[src/rtl/rx_frame_pkg.sv]
// Shared definitions for the UART frame parser: state encoding, error codes
// and the default frame start marker.
package rx_frame_pkg;

    typedef enum logic [2:0] {
        ST_HUNT = 3'd0,
        ST_LEN  = 3'd1,
        ST_DATA = 3'd2,
        ST_CSUM = 3'd3,
        ST_HOLD = 3'd4
    } state_t;

    localparam logic [1:0] ERR_NONE = 2'd0;
    localparam logic [1:0] ERR_LEN  = 2'd1;
    localparam logic [1:0] ERR_CSUM = 2'd2;

    localparam logic [7:0] SYNC_DEFAULT = 8'hAA;

endpackage

[src/rtl/rx_frame_buf.sv]
// Payload buffer: MAX_LEN bytes, one synchronous write port and one
// combinational read port.
module rx_frame_buf #(
    parameter int MAX_LEN = 8
) (
    input  logic       clk,
    input  logic       we,
    input  logic [3:0] waddr,
    input  logic [7:0] wdata,
    input  logic [3:0] rd_addr,
    output logic [7:0] rd_data
);

    localparam int         AW    = (MAX_LEN > 1) ? $clog2(MAX_LEN) : 1;
    localparam logic [4:0] DEPTH = 5'(MAX_LEN);

    logic [7:0] mem_q [MAX_LEN];
    logic       wr_ok;
    logic       rd_ok;

    assign wr_ok = ({1'b0, waddr} < DEPTH);
    assign rd_ok = ({1'b0, rd_addr} < DEPTH);

    always_ff @(posedge clk) begin
        if (we && wr_ok) begin
            mem_q[waddr[AW-1:0]] <= wdata;
        end
    end

    // Addresses past the array read as zero; callers treat them as don't-care.
    assign rd_data = rd_ok ? mem_q[rd_addr[AW-1:0]] : 8'h00;

endmodule

[src/rtl/rx_frame_parser.sv]
// Frame parser behind the UART receiver: hunts SYNC, checks LEN and CSUM,
// holds a verified payload and pauses the receiver until acknowledged.
module rx_frame_parser
    import rx_frame_pkg::*;
#(
    parameter int         MAX_LEN   = 8,
    parameter logic [7:0] SYNC_BYTE = SYNC_DEFAULT
) (
    input  logic       clk,
    input  logic       rst,
    input  logic       rx_done,
    input  logic [7:0] rx_data,
    output logic       rx_en_sig,
    output logic       frm_ready,
    output logic [3:0] frm_len,
    input  logic [3:0] rd_addr,
    output logic [7:0] rd_data,
    input  logic       frm_ack,
    output logic       frm_err,
    output logic [1:0] frm_err_code
);

    localparam logic [7:0] MAX_LEN_B = 8'(MAX_LEN);

    state_t     state_q;
    logic       rx_en_q;
    logic       ready_q;
    logic       err_q;
    logic [1:0] code_q;
    logic [3:0] len_q;
    logic [3:0] idx_q;
    logic [7:0] sum_q;
    logic       accept;
    logic       buf_we;

    assign accept = rx_done && rx_en_q;
    assign buf_we = accept && (state_q == ST_DATA);

    always_ff @(posedge clk or posedge rst) begin
        if (rst) begin
            state_q <= ST_HUNT;
            rx_en_q <= 1'b0;
            ready_q <= 1'b0;
            err_q   <= 1'b0;
            code_q  <= ERR_NONE;
            len_q   <= 4'd0;
            idx_q   <= 4'd0;
            sum_q   <= 8'd0;
        end else begin
            err_q  <= 1'b0;
            code_q <= ERR_NONE;
            if (state_q == ST_HOLD) begin
                rx_en_q <= frm_ack;
                if (frm_ack) begin
                    state_q <= ST_HUNT;
                    ready_q <= 1'b0;
                end
            end else if (!accept) begin
                rx_en_q <= 1'b1;
            end else begin
                // Every accepted byte opens a one-cycle re-arm gap.
                rx_en_q <= 1'b0;
                case (state_q)
                    ST_HUNT: begin
                        if (rx_data == SYNC_BYTE) begin
                            state_q <= ST_LEN;
                        end
                    end
                    ST_LEN: begin
                        if (rx_data == 8'd0 || rx_data > MAX_LEN_B) begin
                            err_q   <= 1'b1;
                            code_q  <= ERR_LEN;
                            state_q <= ST_HUNT;
                        end else begin
                            len_q   <= rx_data[3:0];
                            sum_q   <= rx_data;
                            idx_q   <= 4'd0;
                            state_q <= ST_DATA;
                        end
                    end
                    ST_DATA: begin
                        sum_q <= sum_q + rx_data;
                        idx_q <= idx_q + 4'd1;
                        if (idx_q == len_q - 4'd1) begin
                            state_q <= ST_CSUM;
                        end
                    end
                    ST_CSUM: begin
                        if (rx_data == sum_q) begin
                            state_q <= ST_HOLD;
                            ready_q <= 1'b1;
                        end else begin
                            err_q   <= 1'b1;
                            code_q  <= ERR_CSUM;
                            state_q <= ST_HUNT;
                        end
                    end
                    default: state_q <= ST_HUNT;
                endcase
            end
        end
    end

    rx_frame_buf #(
        .MAX_LEN(MAX_LEN)
    ) u_buf (
        .clk     (clk),
        .we      (buf_we),
        .waddr   (idx_q),
        .wdata   (rx_data),
        .rd_addr (rd_addr),
        .rd_data (rd_data)
    );

    assign rx_en_sig    = rx_en_q;
    assign frm_ready    = ready_q;
    assign frm_err      = err_q;
    assign frm_err_code = code_q;
    assign frm_len      = len_q;

endmodule

[config.mk]
export PLATFORM = sky130hd
export DESIGN_NAME = rx_frame_parser
export DESIGN_NICKNAME = d
export VERILOG_FILES = /design/src/rtl/rx_frame_pkg.sv /design/src/rtl/rx_frame_buf.sv /design/src/rtl/rx_frame_parser.sv
export SDC_FILE = /design/constraint.sdc
export NUM_CORES = 1
export LEC_CHECK = 0
export BUFFER_PORTS_ARGS = -buffer_cell sky130_fd_sc_hd__buf_4
export CAP_MARGIN = 20
export CORE_ASPECT_RATIO = 1.5
export CORE_MARGIN = 1.5
export CORE_UTILIZATION = 59
export CTS_CLUSTER_SIZE = 8
export DETAILED_ROUTE_END_ITERATION = 6
export PLACE_DENSITY = 0.79
export SLEW_MARGIN = 10
export SYNTH_ARGS = -nofsm -noshare
export SYNTH_HDL_FRONTEND = slang
export SYNTH_SLANG_ARGS = --single-unit
export TNS_END_PERCENT = 10
[constraint.sdc]
create_clock -name clk -period 3.7 [get_ports clk]
set_input_delay 0.37 -clock clk [delete_from_list [all_inputs] [get_ports clk]]
set_output_delay 0.37 -clock clk [all_outputs]
set_load 0.005 [all_outputs]
After elaboration in Yosys (flattened, before gate mapping) --
Memory sizes are Yosys's and may differ from the RTL's. Index checks and enable logic that the tools add are counted.
Storage, ports and cells: memory bits (read-only) 0, word-level logic and storage cells 74, RAM bits 64, input bits 16, memories kept 1, bits in registers 24, latch bits 0
Memory list:
- u_buf.mem_q | words 8, width 8, read ports 1, clocked after memory_dff 0, write ports 1, RTL line rx_frame_buf.sv:17 | logic [7:0] mem_q [MAX_LEN];
Operators by class: add/sub/neg operators 3, reductions and logical operators 14, shift-type cells 0, muxes and demuxes 32, bitwise gates (word level) 2, order comparisons 3, $mul 0, eq/ne operators 11, div/mod/pow operators 0
Operator list (count):
- $mux 3 | 6
- $mux 8 | 2
- $pmux 8 s2 | 1
- $reduce_and 4->1 | 4
- $mux 1 | 14
- $pmux 3 s4 | 1
- $add 8x8->8 | 1
- $eq 8x8->1 | 1
- $eq 8x8->1 const B | 1
- $gt 8x4->1 const B | 1
- $logic_not 8->1 | 1
- $lt 4x4->1 const B | 2
- $mux 2 | 4
- $pmux 4 s2 | 1
- $reduce_bool 2->1 | 4
- $eq 3x2->1 const B | 2
- $add 4x1->4 const B | 1
- $eq 4x4->1 | 1
- $mux 4 | 1
- $ne 2x2->1 const B | 2
- $pmux 2 s2 | 1
- $sub 4x1->4 const B | 1
- $eq 3x1->1 const B | 1
- $eq 3x3->1 const B | 1
- 7 further kinds | 10

Logic depth before layout (Yosys ltp) --
word-level depth 6, mapped depth 8, gate-level depth less buffers 8

Modules after synthesis --
A second synthesis with hierarchy kept.
Unflattened totals: cells, all modules 281, area, all modules 4067.7 um^2
By module, submodules not included:
- rx_frame_buf | cells an instance 115, area each 2532.4 um^2, sequential area each 1921.8 um^2, times used 1
- rx_frame_parser | cells an instance 166, area each 1535.2 um^2, sequential area each 600.6 um^2, times used 1

Worst setup path before layout --
Ideal clock, no wire load.
kind reg-to-reg, start point register state_q[2], end point memory u_buf.mem_q[0][0], enable pin, slack 1.004 ns, setup time 0.398 ns, stages on the path, launching flop included 6, required time 3.302 ns, arrival time 2.298 ns, path buffers 2, cell sequence dfrtp_1 clkbuf_1 or3b_1 clkbuf_1 nor3_1 nor4b_1
Between the ends: cells in the longest elaborated chain, start to end 5
Ends and longest elaborated chain:
- from (decl) | RTL line rx_frame_parser.sv:25 | state_t state_q;
- from (signal assigned) | RTL line rx_frame_parser.sv:41 | state_q <= ST_HUNT;
- from (signal assigned) | RTL line rx_frame_parser.sv:55 | state_q <= ST_HUNT;
- from (signal assigned) | RTL line rx_frame_parser.sv:66 | state_q <= ST_LEN;
- $eq 3x2->1 | RTL line rx_frame_parser.sv:37 | assign buf_we = accept && (state_q == ST_DATA);
- $logic_and 1x1->1 | RTL line rx_frame_parser.sv:37
- $logic_and 1x1->1 | RTL line rx_frame_buf.sv:25 | if (we && wr_ok) begin
- $mux 1 | RTL line rx_frame_buf.sv:25
- $mux 1 (not written as such) | RTL line rx_frame_buf.sv:26 | mem_q[waddr[AW-1:0]] <= wdata;
- to (decl) | RTL line rx_frame_buf.sv:17
Every way passes these cells.

Worst setup path after layout --
start point register state_q[1], end point memory u_buf.mem_q[6][2], enable pin
Same word-level chain as after synthesis.

==> results.md <==
* Max incr delay on CP at 0.65 ns
* Largest net degree at the start of global routing at 25
* Crit path max-delay family: simple AND/OR/NAND/NOR gates
* Full die area at 7269 um2
* Routed Antenna Nets at 0
* Mapped cell area at 3986 um2
* # hold bufs at CTS at 0
* Chip height at between 100 and 150 um
* Most common cell after layout, fill and taps aside: edfxtp_1
* Library cells used by synthesis at 44
* Peak VDD IR at 0.3071 mV
* Clock transition at path regs at 0.08 ns
* Vias in the first global route at 2474
* Max-slew violations at 0
* Post-synth top flop: edfxtp_1
* Worst Path Buf+Inv at 0
* Yosys top cell by area: edfxtp_1
* Area delta synth->final at 12.99%
* Fill cell count at 450
* Post-Syn Area per Cell at 14.29 um2
* Ratio of cells with drive above 1 in the final layout at 0.2414
* #FFs+latches synth at 88
* Final setup viols at 0
* Setup Skew at 0.009110 ns
* Final RePlAce weighted congestion at 0.8257
* Slowest stage cell, crit path: or3b_1
* Placeable Area at 6531 um2
* Sequential Area at 2522 um2
* Max-Cap Viols at 0
* Sequential fraction of the synthesis area at 0.6328
* 1st-iter DRT viols at 171
* Post-Place Worst Slack at ~1.1 ns
* Slew @ Worst Pin at 0.9395 ns
* Syn nets at between 300 and 400
* Final worst path period need at 2.628 ns
* Total Neg Setup Slack at 0 ns
* Synthesis Warnings at 0
* Post-cts sizing count at 0
* Clk root buf: clkbuf_8
* Antenna diodes at 0
* Top cell type's share of synthesized area at 0.4821
* Worst setup SP type: flip-flop
* Via/cell ratio at 6.033
* Status: completed
* # rows at 36
* H-tree lvl count at 3
* Leak Pwr at 1.703 nW
* Fraction of registers with async set/reset at 0.2727
* CTS Buffer Depth at 2
* GRT Total Usage at 0.2248
* Final Hold Fails at 0
* # nets final at 340
* Post-synth EDFFs at 64
* Setup Buffers After CTS at 0
* Die width at 70.12 um
* Cells after Synth at 279
* Clk sinks at between 80 and 90
* Largest cells by area after synthesis: edfxtp_1 (48%), dfrtp_1 (15%), mux4_2 (9.0%), ha_1 (2.8%), mux2i_1 (2.5%)
* Port bufs at 32
* Most frequent cells in the layout: edfxtp_1 (64), buf_4 (38), dfrtp_1 (24)
* First-pass GRT wire length at 12.19 mm
* Final worst setup slack at 1.072 ns
* I/O Pins at 33
* Hpwl dp at 5.253 mm
* Hold Crit Class: primary input to asynchronous set/reset pin
* Pwr/cell area at between 500 and 600 nW/um2
* Cell Chain, Critical Path: or3b_1 > nor3_1 > nand2_1 > nor2_1
* Area of the multi-input gates at 1379 um2
* Worst setup path class: flip-flop to flip-flop
* # DRC at 0
* Starting density of the core at 0.6103
* Signal arrival time at the worst endpoint at 2.62 ns
* RSZ-0062 raised after global routing: false
* Total CTS buffers at 9
* Final WL at 7.568 mm
* Clk_lat worst skew at 0.35 ns
* Worst EP required at 3.69 ns
* Worst Setup End Kind: flip-flop
* Max_slew headroom at 0.3730
* Initial antenna violation count at 0
* Vias at 2383
* Period Utilization, post-route at 0.7104
* CTS tree: done
* GR Overflow Total at 0
* Drt wl/cell at 19.16 um
* Crit Path Max Fanout at 16
* Drt first pass iters at 4
* FMAX at 380.5 MHz
==> synth_stat cells (all sizes together) (2+ instances only) <==
cell / instances
a211oi: 3
a21o: 3
a21oi: 11
a31oi: 2
buf: 6
clkbuf: 8
dfrtp: 24
edfxtp: 64
ha: 9
inv: 9
mux2: 3
mux2i: 10
mux4: 16
nand2: 18
nand3: 7
nor2: 23
nor2b: 3
nor3: 11
nor4: 6
o21a: 4
o21ai: 12
o31a: 2
xnor2: 7
xor2: 4
==> state kept, by name, indices dropped and copies added (netlist names) <==
signal	cells
u_buf.mem_q	64
sum_q	8
frm_len	4
idx_q	4
state_q	3
frm_err_code	2
frm_err	1
frm_ready	1
rx_en_sig	1
==> kinds of logic after synthesis <==
logic type / Yosys count / share of synthesized area
AO/OA/AOI/OAI: 41 / 0.06592
XOR/XNOR: 11 / 0.02417
adder cells (fa/ha/maj): 10 / 0.03327
buffers and inverters: 23 / 0.02291
flip-flops: 88 / 0.6328
multiplexers: 29 / 0.1240
AND/OR/NAND/NOR: 77 / 0.09700
==> report_power, final <==
part / total [W] / leakage [nW] / internal (W) / switching (W)
clock network: 0.000635 / 0.0872 / 0.000312 / 0.000323
registers: 0.00130 / 0.878 / 0.00119 / 0.000107
logic: 0.000663 / 0.738 / 0.000299 / 0.000365
total: 0.00260 / 1.70 / 0.00180 / 0.000795
==> cell type report <==
cell class | count | area share
Multi-Input combinational cell | 168 | 0.3061
Timing Repair Buffer | 38 | 0.06333
Tap cell | 76 | 0.02111
Inverter | 9 | 0.007500
Clock buffer | 11 | 0.02917
Sequential cell | 88 | 0.5600
Clock inverter | 5 | 0.01278
==> worst reg2reg max path: stages, from the launching register on <==
cell and delay, ns:
dfrtp_1 0.50, or3b_1 0.65, nor3_1 0.44, nand2_1 0.13
nor2_1 0.54
==> worst paths after layout <==
| check | startpoint | to | slack [ns] | cells past startpoint |
|---|---|---|---|---|
| setup / recovery | state_q[1]$_DFFE_PP0P_ | u_buf.mem_q[6][2]$_DFFE_PP_ | 1.07 | 4 |
| hold / removal | rst | sum_q[3]$_DFFE_PP0P_ | 0.23 | 2 |
| setup reg to reg | state_q[1]$_DFFE_PP0P_ | u_buf.mem_q[6][2]$_DFFE_PP_ | 1.07 | 4 |
| hold reg to reg | sum_q[6]$_DFFE_PP0P_ | sum_q[6]$_DFFE_PP0P_ | 0.49 | 2 |
| max in group asynchronous | rst | sum_q[4]$_DFFE_PP0P_ | 2.89 | 2 |
| min in group clk | frm_ack | rx_en_sig$_DFF_PP0_ | 0.29 | 3 |
==> stage by stage <==
step	instance area [um2]	utilization	total power (W)	instances	hold slack (ns)
3_3_place_gp	4315	0.6607	0.001956	379	0.4669
2_1_floorplan	3986	-	0.001800	279	0.3846
3_5_place_dp	4315	0.6607	0.001983	379	0.4780
6_report	4504	0.6897	0.002596	395	0.2317
4_1_cts	4504	0.6897	0.002609	395	0.2514
5_1_grt	4504	0.6897	0.002748	395	0.2874
==> per-layer routing <==
layer	GRT usage	vias to the layer above	wire (um)
li1	-	1128	-
met1	0.2528	1183	2952
met2	0.4020	58	4181
met3	0.04280	14	206
met4	0.1099	0	228
met5	0	-	0
Power figures use the tool's default switching activity.
